--- src/rtl/dma_pkg.sv ---
// dma_pkg: shared scheduler state encoding and width defaults
// for the DMA channel scheduler slice.
package dma_pkg;

    localparam int AW_DEF = 32;

    typedef enum logic [1:0] {
        IDLE     = 2'd0,
        LAUNCH   = 2'd1,
        WAIT_BSY = 2'd2,
        RUN      = 2'd3
    } state_t;

endpackage

--- src/rtl/dma_rr_pick.sv ---
// dma_rr_pick: combinational round-robin picker, first requester
// at or after ptr wins, wrapping from NCH-1 back to 0.
module dma_rr_pick #(
    parameter int NCH = 4
) (
    input  logic [NCH-1:0]         req,
    input  logic [$clog2(NCH)-1:0] ptr,
    output logic [NCH-1:0]         onehot,
    output logic [$clog2(NCH)-1:0] idx,
    output logic                   valid
);

    localparam int IW = $clog2(NCH);

    logic [IW-1:0] j;

    // Scan from farthest to nearest so the nearest hit is kept.
    always_comb begin
        onehot = '0;
        idx    = '0;
        valid  = 1'b0;
        j      = '0;
        for (int k = NCH - 1; k >= 0; k--) begin
            j = IW'((int'(ptr) + k) % NCH);
            if (req[j]) begin
                onehot    = '0;
                onehot[j] = 1'b1;
                idx       = j;
                valid     = 1'b1;
            end
        end
    end

endmodule

--- src/rtl/dma_ch_sched.sv ---
// dma_ch_sched: round-robin owner of the shared DMA engine.
// Define DMA_SCHED_WDT_EN to enable the engine watchdog (WDT_MAX cycles).
module dma_ch_sched
    import dma_pkg::*;
#(
    parameter int NCH     = 4,
    parameter int AW      = AW_DEF,
    parameter int WDT_MAX = 1024
) (
    input  logic                   clk,
    input  logic                   rst,
    input  logic [NCH-1:0]         ch_req,
    input  logic [NCH*AW-1:0]      ch_src,
    input  logic [NCH*AW-1:0]      ch_dst,
    input  logic [NCH*AW-1:0]      ch_size,
    output logic [NCH-1:0]         ch_ack,
    output logic [NCH-1:0]         ch_done,
    output logic [NCH-1:0]         ch_err,
    output logic                   eng_start,
    output logic [AW-1:0]          eng_src,
    output logic [AW-1:0]          eng_dst,
    output logic [AW-1:0]          eng_size,
    input  logic                   eng_busy,
    output logic [$clog2(NCH)-1:0] grant_id,
    output logic                   sched_busy
);

    localparam int IW = $clog2(NCH);

    state_t         state;
    state_t         state_nx;
    logic [IW-1:0]  rr;
    logic [IW-1:0]  pick_idx;
    logic [NCH-1:0] pick_oh;
    logic           pick_vld;
    logic           wdt_hit;
    logic           take;
    logic           zero_len;
    logic           finish;
    logic           watching;
    logic           start_nx;
    logic [NCH-1:0] ack_nx;
    logic [NCH-1:0] done_nx;
    logic [NCH-1:0] err_nx;

    dma_rr_pick #(
        .NCH(NCH)
    ) u_pick (
        .req   (ch_req),
        .ptr   (rr),
        .onehot(pick_oh),
        .idx   (pick_idx),
        .valid (pick_vld)
    );

    always_ff @(posedge clk or negedge rst) begin
        if (!rst) state <= IDLE;
        else      state <= state_nx;
    end

    always_comb begin
        state_nx = state;
        unique case (state)
            IDLE:     if (pick_vld) state_nx = LAUNCH;
            LAUNCH:   state_nx = (eng_size == '0) ? IDLE : WAIT_BSY;
            WAIT_BSY: if (eng_busy || wdt_hit) state_nx = eng_busy ? RUN : IDLE;
            RUN:      if (!eng_busy || wdt_hit) state_nx = IDLE;
            default:  state_nx = IDLE;
        endcase
    end

    // Pulses are computed here and registered below, so every output is a flop.
    always_comb begin
        take     = (state == IDLE) && pick_vld;
        zero_len = (eng_size == '0);
        finish   = ((state == LAUNCH) && zero_len) || ((state == RUN) && !eng_busy);
        watching = ((state == WAIT_BSY) && !eng_busy) || ((state == RUN) && eng_busy);
        ack_nx   = take ? pick_oh : '0;
        start_nx = (state == LAUNCH) && !zero_len;
        done_nx  = '0;
        err_nx   = '0;
        if (finish) done_nx[grant_id] = 1'b1;
        if (watching && wdt_hit) err_nx[grant_id] = 1'b1;
    end

    always_ff @(posedge clk or negedge rst) begin
        if (!rst) begin
            rr        <= '0;
            grant_id  <= '0;
            eng_src   <= '0;
            eng_dst   <= '0;
            eng_size  <= '0;
            ch_ack    <= '0;
            ch_done   <= '0;
            ch_err    <= '0;
            eng_start <= 1'b0;
        end else begin
            ch_ack    <= ack_nx;
            ch_done   <= done_nx;
            ch_err    <= err_nx;
            eng_start <= start_nx;
            if (take) begin
                eng_src  <= ch_src[int'(pick_idx)*AW +: AW];
                eng_dst  <= ch_dst[int'(pick_idx)*AW +: AW];
                eng_size <= ch_size[int'(pick_idx)*AW +: AW];
                grant_id <= pick_idx;
                rr       <= (pick_idx == IW'(NCH - 1)) ? '0 : pick_idx + IW'(1);
            end
        end
    end

    assign sched_busy = (state != IDLE);

`ifdef DMA_SCHED_WDT_EN
    localparam int WW = $clog2(WDT_MAX + 1);

    logic [WW-1:0] wdt;

    assign wdt_hit = (wdt == WW'(WDT_MAX - 1));

    // Restarts on every state change, so WAIT_BSY and RUN each get a full budget.
    always_ff @(posedge clk or negedge rst) begin
        if (!rst)                                      wdt <= '0;
        else if (state_nx != state)                    wdt <= '0;
        else if ((state == WAIT_BSY) || (state == RUN)) wdt <= wdt + WW'(1);
    end
`else
    logic unused_wdt;

    assign wdt_hit    = 1'b0;
    assign unused_wdt = (WDT_MAX != 0);
`endif

endmodule

--- config.mk ---
export PLATFORM = sky130hd
export DESIGN_NAME = dma_ch_sched
export DESIGN_NICKNAME = d
export VERILOG_FILES = /design/src/rtl/dma_pkg.sv /design/src/rtl/dma_rr_pick.sv /design/src/rtl/dma_ch_sched.sv
export SDC_FILE = /design/constraint.sdc
export NUM_CORES = 1
export LEC_CHECK = 0
export CAP_MARGIN = 0
export CELL_PAD_IN_SITES_DETAIL_PLACEMENT = 0
export CELL_PAD_IN_SITES_GLOBAL_PLACEMENT = 1
export CORE_AREA = 5 5 194 196
export CTS_CLUSTER_SIZE = 28
export DETAILED_ROUTE_END_ITERATION = 7
export DIE_AREA = 0 0 199 201
export HOLD_SLACK_MARGIN = 0.02
export PLACE_DENSITY_LB_ADDON = 0.1
export RECOVER_POWER = 25
export SYNTH_ARGS = -nofsm -noshare
export SYNTH_HDL_FRONTEND = slang
export SYNTH_SLANG_ARGS = --single-unit
export TNS_END_PERCENT = 50
--- constraint.sdc ---
create_clock -name clk -period 4.2 [get_ports clk]
set_input_delay 0.84 -clock clk [delete_from_list [all_inputs] [get_ports clk]]
set_output_delay 0.84 -clock clk [all_outputs]
set_load 0.02 [all_outputs]
==> results by group, run 1 <==
Place
  – GPL Wtd Cong: 0.821
  – DP Wirelength: 34.2 mm
  – Area after DPL: 13,900 um^2
  – IO Port Bufs: 498
  – Pre-CTS setup slack: 0.265 ns

Power
  – Share of power burned in registers: 18.2%
  – Switching power: 0.00530 W
  – Peak VDD IR: 0.725 mV
  – Total chip power: 0.0108 W
  – Net Sw Frac: 49.3%
  – Combinational share of power: 72.2%
  – Power density over the cells: 754 nW/um^2
  – Clock power share: 9.6%
  – P_int: 0.00545 W
  – Leakage power: 5.28 nW

Global routing
  – Global route overflow: 0
  – Vias in the first global route: 10,400
  – Total GRT Usage: 22.9%
  – Largest net degree at the start of global routing: 73
  – First-pass GRT wire length: 70.2 mm
  – Antenna violations before repair: 16

Floorplanning
  – DIE AREA: 40,000 um^2
  – Core ar.: 35,900 um^2
  – Initial Util: 23.6%
  – I/O Pins: 503
  – Die Wd: 199 um
  – Core Rows: 70
  – Die Y: 201 um

Synth
  – Cell count after synthesis: 1,009
  – Synth top area cells: dfrtp_1, mux2_2, a221o_1
  – Most frequent cell after synthesis: a21oi_1
  – Synth area leader: dfrtp_1
  – Top cells by count, synth: a21oi_1, nand3_1, nand2_1, dfrtp_1, clkbuf_1
  – Yosys warns: 0
  – Register bit total from synthesis: 111
  – Synth top area share: 32.8%
  – Fraction of registers with async set/reset: 100%
  – Synth Area in XOR/XNOR: 0%
  – Largest family of logic cells by synthesized area: compound AO/OA/AOI/OAI gates
  – Post-synthesis compound-gate area fraction: 31.5%
  – Post-Synth Simple-Gate Area: 15.4%
  – Synthesized-area fraction occupied by adder cells: 1.33%
  – Mux cell area share after synthesis: 11.5%
  – Ys flop type: dfrtp_1
  – Mapped Area: 8460 um^2
  – Syn_area_per_cell: 8.39 um^2
  – Seq/Total Area, Yosys: 32.8%
  – Number of enable flip-flop cells after synthesis: 0
  – Unique cell type count in the Yosys netlist: 43

Route
  – Drt pass-1 iters: 5
  – Routed len/inst: 25.1 um
  – Via-to-Cell Ratio: 5.27
  – Antenna Nets Post-Route: 0
  – Via count: 10,100
  – DRC viols: 0
  – WL final: 48.3 mm
  – Initial DRC Count: 576

Timing
  – Maximum clock rate: 282 MHz
  – Setup TNS: 0 ns
  – Fin worst setup slack: 0.651 ns
  – RSZ-0062 raised after global routing: no
  – Post-Route Skew: 0.0122 ns
  – Hold Violations, Final: 0
  – Worst rel slew slack: -94.1%
  – Final setup fails: 0
  – Final Max Slew Viols: 50
  – Final period utilization: 84.5%
  – Slew @ Worst Pin: 2.91 ns
  – Final period demand of the worst path: 3.55 ns

Worst setup path
  – Crit path max fanout: 14
  – Critical path arrival: 3.81 ns
  – Startpoint Class: input port
  – Required time of the critical path: 4.46 ns
  – WS Path Type: in2reg
  – Crit end category: flip-flop
  – R2R cell count: 9

CTS
  – Max Buffers Root-to-Sink: 2
  – Post-CTS Setup Inserts: 0
  – Clock transition at path regs: 0.09 ns
  – Root Buffer: clkbuf_16
  – PostCTS Resize Cnt: 0
  – Clock Latency Late Sink: 0.37 ns
  – TritonCTS clock tree: done
  – CTS Sinks: 111
  – CTS H-tree depth: 3
  – TritonCTS buffer count: 9
  – # hold bufs at CTS: 0

Layout
  – Post-layout util: 39.7%
  – Share of cells above drive strength 1: 9.89%
  – # nets final: 1,841
  – Area Growth Syn to Fin: 68.6%
  – Final Cell Area: 14,300 um^2

Status
  – Status: finished with violations
  – Failing checks: max-capacitance violations, max-slew violations

Worst hold path
  – Cells on Worst Hold Path: 1
  – HP Class: reg2reg

Run
  – MaxCap Viol Count: 1
logic make-up (layout without fill, tap and decap cells):
| kind of cell | Yosys count | after routing |
|---|---|---|
| AO/OA/AOI/OAI | 390 | 390 |
| AND/OR/NAND/NOR | 291 | 291 |
| buffers and inverters | 125 | 559 |
| flip-flops | 111 | 111 |
| multiplexers | 82 | 82 |
| adder cells (fa/ha/maj) | 9 | 9 |
| other | 1 | 11 |
worst paths after layout:
| check | from | end | slack [ns] |
|---|---|---|---|
| setup / recovery | ch_req[1] | eng_dst[4] | 0.65 |
| hold / removal | grant_id[1] | ch_done[1] | 0.49 |
| setup reg to reg | rr[1] | eng_src[25] | 0.75 |
| hold reg to reg | grant_id[1] | ch_done[1] | 0.49 |
| max in group asynchronous | rst | eng_size[7] | 0.91 |
| min in group asynchronous | rst | eng_src[23] | 1.60 |
routing by layer:
metal / part of all wire, % / GRT usage (%) / vias up
met1: 40 / 28.3 / 4890
met4: 3.1 / 7.67 / 22
li1: - / - / 4722
met2: 49 / 38.0 / 423
met5: 0.33 / 0 / -
met3: 8.0 / 7.02 / 71
cell type report:
class | count | area [um^2]
sequential | 111 | 2780
fill | 3662 | 21600
inverter | 7 | 26.3
timing repair buffer | 536 | 5400
multi-input combinational | 776 | 5140
clock inverter | 4 | 76.3
tap | 468 | 586
clock buffer | 12 | 256
antenna | 7 | 17.5
critical path: stages:
cell and delay [ns]:
clkdlybuf4s50_1 0.53, mux4_2 0.63, or4_1 0.62, and2_1 0.24, o211ai_4 0.27, buf_4 0.33, a21oi_1 0.07, a221o_1 0.26
power groups by stage:
stage               Combinational (W)  Clock (W)  Sequential (W)
floorplan                     0.00419          0         0.00247
global placement              0.00781          0         0.00196
detailed placement            0.00785          0         0.00196
CTS                           0.00786    0.00107         0.00196
global route                  0.00834    0.00110         0.00202
finish                        0.00776    0.00104         0.00196
metrics by stage:
step / std cells / hold WS [ns]
final: 1921 / 0.487
after global routing: 1919 / 0.518
after CTS: 1914 / 0.436
after detailed placement: 1898 / 0.477
after global placement: 1898 / 0.473
after floorplan: 1012 / 0.507
flip-flops by register name, summed over array words and instances, names as in the netlist, named ones only:
| register | count |
|---|---|
| ch_ack | 4 |
| grant_id | 2 |
| eng_src | 32 |
| eng_start | 1 |
| state | 1 |
| rr | 2 |
| ch_done | 4 |
| eng_dst | 32 |
| eng_size | 32 |
cells in the final DEF (no fill, tap or decap), types with 2 or more instances in the layout:
cell type        Yosys  layout
a2111oi_0           48      48
a211oi_1            24      24
a21oi_1            124     124
a221o_1             72      72
a22oi_1              5       4
and2_1               2       2
buf_12               0      10
buf_4               11      28
bufinv_16            0       2
clkbuf_16            0       9
clkbuf_8             0       2
clkdlybuf4s50_1      0     497
conb_1               1       4
dfrtp_1            111     111
diode_2              0       7
ha_1                 9       9
inv_1                6       6
mux2_1               7       7
mux2_2              68      68
mux2i_1              2       2
mux4_2               4       4
nand2_1            115     114
nand3_1            121     121
nand4_1              3       3
nor2_1              32      30
nor2_4               0       2
nor2b_1              3       2
nor3_1               2       2
nor4_1               8       8
o211ai_1            24      24
o21a_2               0       2
o21ai_0             82      82
o21ai_4              0       2
or2_2                2       2
No activity file was read; power rests on OpenSTA's default activity.
==> inputs of run 2 (changes only) <==
==> constraint.sdc (replaced) <==
create_clock -name clk -period 3.4 [get_ports clk]
set_input_delay 0.68 -clock clk [delete_from_list [all_inputs] [get_ports clk]]
set_output_delay 0.68 -clock clk [all_outputs]
set_load 0.02 [all_outputs]
==> results by group, run 2 (synthesized netlist as in run 1, its figures left out) <==
Timing
  – Worst rel slew slack: 1.52%
  – Maximum clock rate: 303 MHz
  – Final Max Slew Viols: 0
  – RSZ-0062 raised after global routing: no
  – Fin worst setup slack: 0.0984 ns
  – Final period utilization: 97.1%
  – Hold Violations, Final: 0
  – Setup TNS: 0 ns
  – Post-Route Skew: 0.0126 ns
  – Final period demand of the worst path: 3.30 ns
  – Slew @ Worst Pin: 1.48 ns
  – Final setup fails: 0

Route
  – WL final: 48.5 mm
  – Antenna Nets Post-Route: 0
  – Drt pass-1 iters: 5
  – DRC viols: 0
  – Routed len/inst: 24.4 um
  – Via-to-Cell Ratio: 5.21
  – Via count: 10,400
  – Initial DRC Count: 561

Power
  – Share of power burned in registers: 16.7%
  – Net Sw Frac: 46.8%
  – P_int: 0.00774 W
  – Peak VDD IR: 0.478 mV
  – Switching power: 0.00680 W
  – Power density over the cells: 963 nW/um^2
  – Clock power share: 8.7%
  – Combinational share of power: 74.5%
  – Leakage power: 5.75 nW

Layout
  – Filler cell count: 3,581
  – Most common cell after layout, fill and taps aside: clkdlybuf4s50_1
  – Share of cells above drive strength 1: 14.3%
  – Area Growth Syn to Fin: 78.3%
  – Non-Filler Instances: 1,990
  – Top Registers: eng_dst: 32 flops, eng_size: 32 flops, eng_src: 32 flops
  – Commonest cells after routing, fill and taps aside: clkdlybuf4s50_1, a21oi_1, nand3_1
  – # nets final: 1,915
  – Final Cell Area: 15,100 um^2

Worst hold path
  – Hold Crit Start: grant_id[1]
  – Worst Hold Path EP: ch_done[1]
  – Cells on Worst Hold Path: 1
  – HP Class: reg2reg

Worst setup path
  – WS Path Type: reg2reg
  – Reg-to-Reg Start: rr[1]
  – Required time of the critical path: 3.65 ns
  – RR Endpoint: eng_src[0]
  – Crit path max fanout: 26
  – R2R cell count: 10
  – Crit end category: flip-flop
  – R2R Setup Slk: 0.1 ns
  – Startpoint Class: flip-flop
  – Critical path arrival: 3.55 ns

CTS
  – Post-CTS Setup Inserts: 0
  – TritonCTS clock tree: done
  – PostCTS Resize Cnt: 0
  – TritonCTS buffer count: 9
  – Clock Latency Late Sink: 0.37 ns
  – CTS Sinks: 111
  – Max Buffers Root-to-Sink: 2
  – # hold bufs at CTS: 0
  – Root Buffer: clkbuf_16
  – CTS H-tree depth: 3
  – Clock transition at path regs: 0.09 ns

Global routing
  – Top Usage Layer GRT: met2
  – Total GRT Usage: 23.2%
  – GRT met1 Usage: 28.5%
  – GR Layer Usage met2: 41.0%
  – Vias in the first global route: 10,800
  – GRT met3 Usage: 5.99%
  – Global route overflow: 0
  – First-pass GRT wire length: 71.0 mm
  – Antenna violations before repair: 9
  – Largest net degree at the start of global routing: 56

Floorplanning
  – Core Rows: 70
  – Die Wd: 199 um
  – Core ar.: 35,900 um^2
  – Initial Util: 23.6%
  – I/O Pins: 503
  – DIE AREA: 40,000 um^2
  – Die Y: 201 um

Place
  – DP Wirelength: 36.9 mm
  – Area after DPL: 14,800 um^2
  – GPL Wtd Cong: 0.826
  – IO Port Bufs: 498
  – Pre-CTS setup slack: -0.256 ns
  – Placed Cells: 1,972

Status
  – Status: completed

Run
  – MaxCap Viol Count: 0
## run 2: area by class of cell
cell class / instances / area, um^2 / share of cell area [%]
Antenna cell: 2 / 5.00 / 0.0332
Clock buffer: 10 / 239 / 1.58
Clock inverter: 6 / 92.6 / 0.613
Inverter: 7 / 28.8 / 0.191
Multi-Input combinational cell: 776 / 5150 / 34.1
Sequential cell: 111 / 2780 / 18.4
Tap cell: 468 / 586 / 3.88
Timing Repair Buffer: 610 / 6210 / 41.1
## run 2: routing by layer
layer | up-vias | wire length (um)
met2 | 393 | 24500
li1 | 4864 | -
met1 | 5047 | 19500
met5 | - | 80
met3 | 44 | 3720
met4 | 12 | 765
## run 2: power groups by stage
stage / clock network [W] / logic (W) / registers (W)
2_1_floorplan: 0 / 0.00531 / 0.00306
3_3_place_gp: 0 / 0.0109 / 0.00245
3_5_place_dp: 0 / 0.0110 / 0.00244
4_1_cts: 0.00130 / 0.0110 / 0.00244
5_1_grt: 0.00135 / 0.0116 / 0.00251
6_report: 0.00127 / 0.0108 / 0.00243
## run 2: metrics by stage
step / power [W] / util, % / hold WS, ns
3_3_place_gp: 0.0134 / 41.1 / 0.486
5_1_grt: 0.0155 / 42.0 / 0.518
3_5_place_dp: 0.0134 / 41.1 / 0.489
2_1_floorplan: 0.00837 / - / 0.384
6_report: 0.0145 / 42.0 / 0.511
4_1_cts: 0.0147 / 42.1 / 0.277
## run 2: critical path, cell delays in order, from the launching register on
cell	delay, ns
dfrtp_1	0.34
inv_1	0.13
ha_4	0.36
mux4_2	0.55
nor2b_4	0.15
o21a_2	0.24
or2_2	0.32
buf_12	0.17
a2111oi_0	0.65
buf_4	0.21
a211oi_1	0.04
## run 2: worst max path at each step
stage	start	endpoint	slack, ns	cells past startpoint
finish	rr[1]	eng_src[0]	0.1	10
global route	rr[1]	eng_src[0]	0.01	10
CTS	rr[1]	eng_src[4]	0.07	10
detailed placement	ch_req[2]	eng_src[4]	-0.26	9
global placement	ch_req[2]	eng_src[4]	-0.23	9
floorplan	rr[0]	eng_dst[0]	0.008	15
==> inputs of run 3 (changes only) <==
--- a/config.mk
+++ b/config.mk
@@ -8,14 +8,15 @@
 export CAP_MARGIN = 0
 export CELL_PAD_IN_SITES_DETAIL_PLACEMENT = 0
 export CELL_PAD_IN_SITES_GLOBAL_PLACEMENT = 1
-export CORE_AREA = 5 5 194 196
+export CORE_AREA = 5 5 190 192
 export CTS_CLUSTER_SIZE = 28
 export DETAILED_ROUTE_END_ITERATION = 7
-export DIE_AREA = 0 0 199 201
+export DIE_AREA = 0 0 195 197
 export HOLD_SLACK_MARGIN = 0.02
 export PLACE_DENSITY_LB_ADDON = 0.1
 export RECOVER_POWER = 25
 export SYNTH_ARGS = -nofsm -noshare
 export SYNTH_HDL_FRONTEND = slang
+export SYNTH_HIERARCHICAL = 1
 export SYNTH_SLANG_ARGS = --single-unit
 export TNS_END_PERCENT = 50
==> results by group, run 3 <==
Timing
  – Final period demand of the worst path: 2.94 ns
  – Final setup fails: 0
  – Setup TNS: 0 ns
  – Slew @ Worst Pin: 2.24 ns
  – Worst rel slew slack: -49.0%
  – RSZ-0062 raised after global routing: no
  – Maximum clock rate: 340 MHz
  – Final period utilization: 86.5%
  – Final Max Slew Viols: 37
  – Hold Violations, Final: 0
  – Post-Route Skew: 0.0100 ns

Route
  – Routed len/inst: 21.4 um
  – Initial DRC Count: 293
  – DRC viols: 0
  – WL final: 34.0 mm
  – Via count: 6,934
  – Via-to-Cell Ratio: 4.35
  – Drt pass-1 iters: 4
  – Antenna Nets Post-Route: 0

Layout
  – Commonest cells after routing, fill and taps aside: clkdlybuf4s50_1, nand2_1, dfrtp_1
  – Most common cell after layout, fill and taps aside: clkdlybuf4s50_1
  – # nets final: 1,532
  – Share of cells above drive strength 1: 12.9%
  – Post-layout util: 37.9%
  – Area Growth Syn to Fin: 84.1%
  – Top Registers: eng_dst: 32 flops, eng_size: 32 flops, eng_src: 32 flops

Worst setup path
  – R2R cell count: 10
  – Crit-path cells: clkdlybuf4s50_1 -> mux4_2 -> o211a_1 -> nor3_2 -> buf_4 -> buf_12 -> mux4_2 -> nand2_1 -> nand2_1
  – Required time of the critical path: 3.66 ns
  – Crit path max fanout: 27
  – Crit end category: flip-flop
  – WS Path Type: in2reg
  – Slowest library cell on the worst path: mux4_2
  – Critical path arrival: 3.20 ns
  – Worst path max stage delay: 0.58 ns
  – R2R Setup Slk: 0.48 ns
  – Startpoint Class: input port

Place
  – IO Port Bufs: 498
  – GPL Wtd Cong: 0.787
  – DP Wirelength: 27.7 mm

CTS
  – TritonCTS clock tree: done
  – PostCTS Resize Cnt: 0
  – CTS H-tree depth: 3
  – Clock Latency Late Sink: 0.36 ns
  – CTS Sinks: 111
  – TritonCTS buffer count: 9
  – Root Buffer: clkbuf_16
  – Max Buffers Root-to-Sink: 2
  – Post-CTS Setup Inserts: 0
  – Clock transition at path regs: 0.08 ns
  – # hold bufs at CTS: 0

Synth
  – Seq/Total Area, Yosys: 39.5%
  – Cell count after synthesis: 647
  – Mapped Area: 7040 um^2
  – Number of enable flip-flop cells after synthesis: 0
  – Ys flop type: dfrtp_1
  – Synth top area cells: dfrtp_1, mux4_2, nand2_1
  – Syn_area_per_cell: 10.9 um^2
  – Fraction of registers with async set/reset: 100%
  – Top cells by count, synth: nand2_1, dfrtp_1, mux4_2, buf_2
  – Unique cell type count in the Yosys netlist: 42
  – Most frequent cell after synthesis: nand2_1
  – Register bit total from synthesis: 111
  – Synth top area share: 39.5%
  – Synth area leader: dfrtp_1
  – Yosys warns: 6

Floorplanning
  – I/O Pins: 503
  – Core ar.: 34,200 um^2
  – Core Rows: 68
  – Die Wd: 195 um
  – Die Y: 197 um
  – DIE AREA: 38,400 um^2
  – Initial Util: 20.6%

Status
  – Status: finished with violations
  – Failing checks: max-capacitance violations, max-slew violations

Worst hold path
  – Cells on Worst Hold Path: 2
  – HP Class: reg2reg

Power
  – Peak VDD IR: 0.536 mV
  – Power density over the cells: 831 nW/um^2
  – Leakage power: 5.35 nW

Global routing
  – Largest net degree at the start of global routing: 54
  – Antenna violations before repair: 4
  – Total GRT Usage: 17.2%
  – Global route overflow: 0
  – First-pass GRT wire length: 49.9 mm
  – Vias in the first global route: 7,634

Run
  – MaxCap Viol Count: 1
==> run 3: layer usage <==
layer	global-route usage (%)	vias to the layer above	share of wire [%]
met5	0	-	0.062
met4	4.34	4	1.6
met3	6.02	28	8.0
met2	31.0	313	52
met1	19.5	3328	38
li1	-	3261	-
==> run 3: worst paths after layout <==
check	endpoint	start
max reg2reg	eng_size[1]	rr[1]
min reg2reg	eng_dst[21]	eng_dst[21]
max	eng_size[1]	ch_req[3]
max in group asynchronous	eng_dst[14]	rst
min	eng_dst[21]	eng_dst[21]
min in group asynchronous	ch_ack[1]	rst
==> run 3: stage by stage <==
stage               instances  area, um^2  hold slack [ns]  worst slack [ns]  total power (W)
floorplan                 650        7050            0.384             0.378          0.00673
global route             1594       13000            0.500             0.314           0.0116
global placement         1576       12700            0.457            0.0909          0.00987
CTS                      1592       13000            0.306             0.442           0.0110
detailed placement       1576       12700            0.462            0.0364          0.00985
finish                   1594       13000            0.477             0.461           0.0108
==> run 3: area by class of cell <==
class | instances | area, um^2
inverters | 3 | 11.3
clock inverters | 6 | 71.3
multi-input cells | 484 | 3980
diodes | 2 | 5.00
fillers | 3377 | 21200
well taps | 455 | 569
flip-flops and latches | 111 | 2780
clock buffers | 10 | 229
repair buffers | 523 | 5310
==> run 3: logic make-up after synthesis <==
logic type | count (synthesis) | share of synthesized area, %
AO/OA/AOI/OAI | 20 | 1.90
AND/OR/NAND/NOR | 349 | 20.2
buffers and inverters | 55 | 4.51
flip-flops | 111 | 39.5
multiplexers | 102 | 32.2
adder cells (fa/ha/maj) | 9 | 1.60
other | 1 | 0.0533
==> run 3: report_power, final <==
part	switching [W]	leakage (nW)	internal, W	total (W)
combinational	0.00363	3.84	0.00364	0.00727
sequential	0.000408	1.38	0.00197	0.00238
clock	0.000537	0.139	0.000577	0.00111
total	0.00458	5.35	0.00619	0.0108
==> run 3: critical path, delay by kind of cell <==
kind	cells	cell delay (ns)
AO/OA/AOI/OAI	1	0.14
buffers and inverters	3	0.87
multiplexers	2	1.09
AND/OR/NAND/NOR	3	0.38
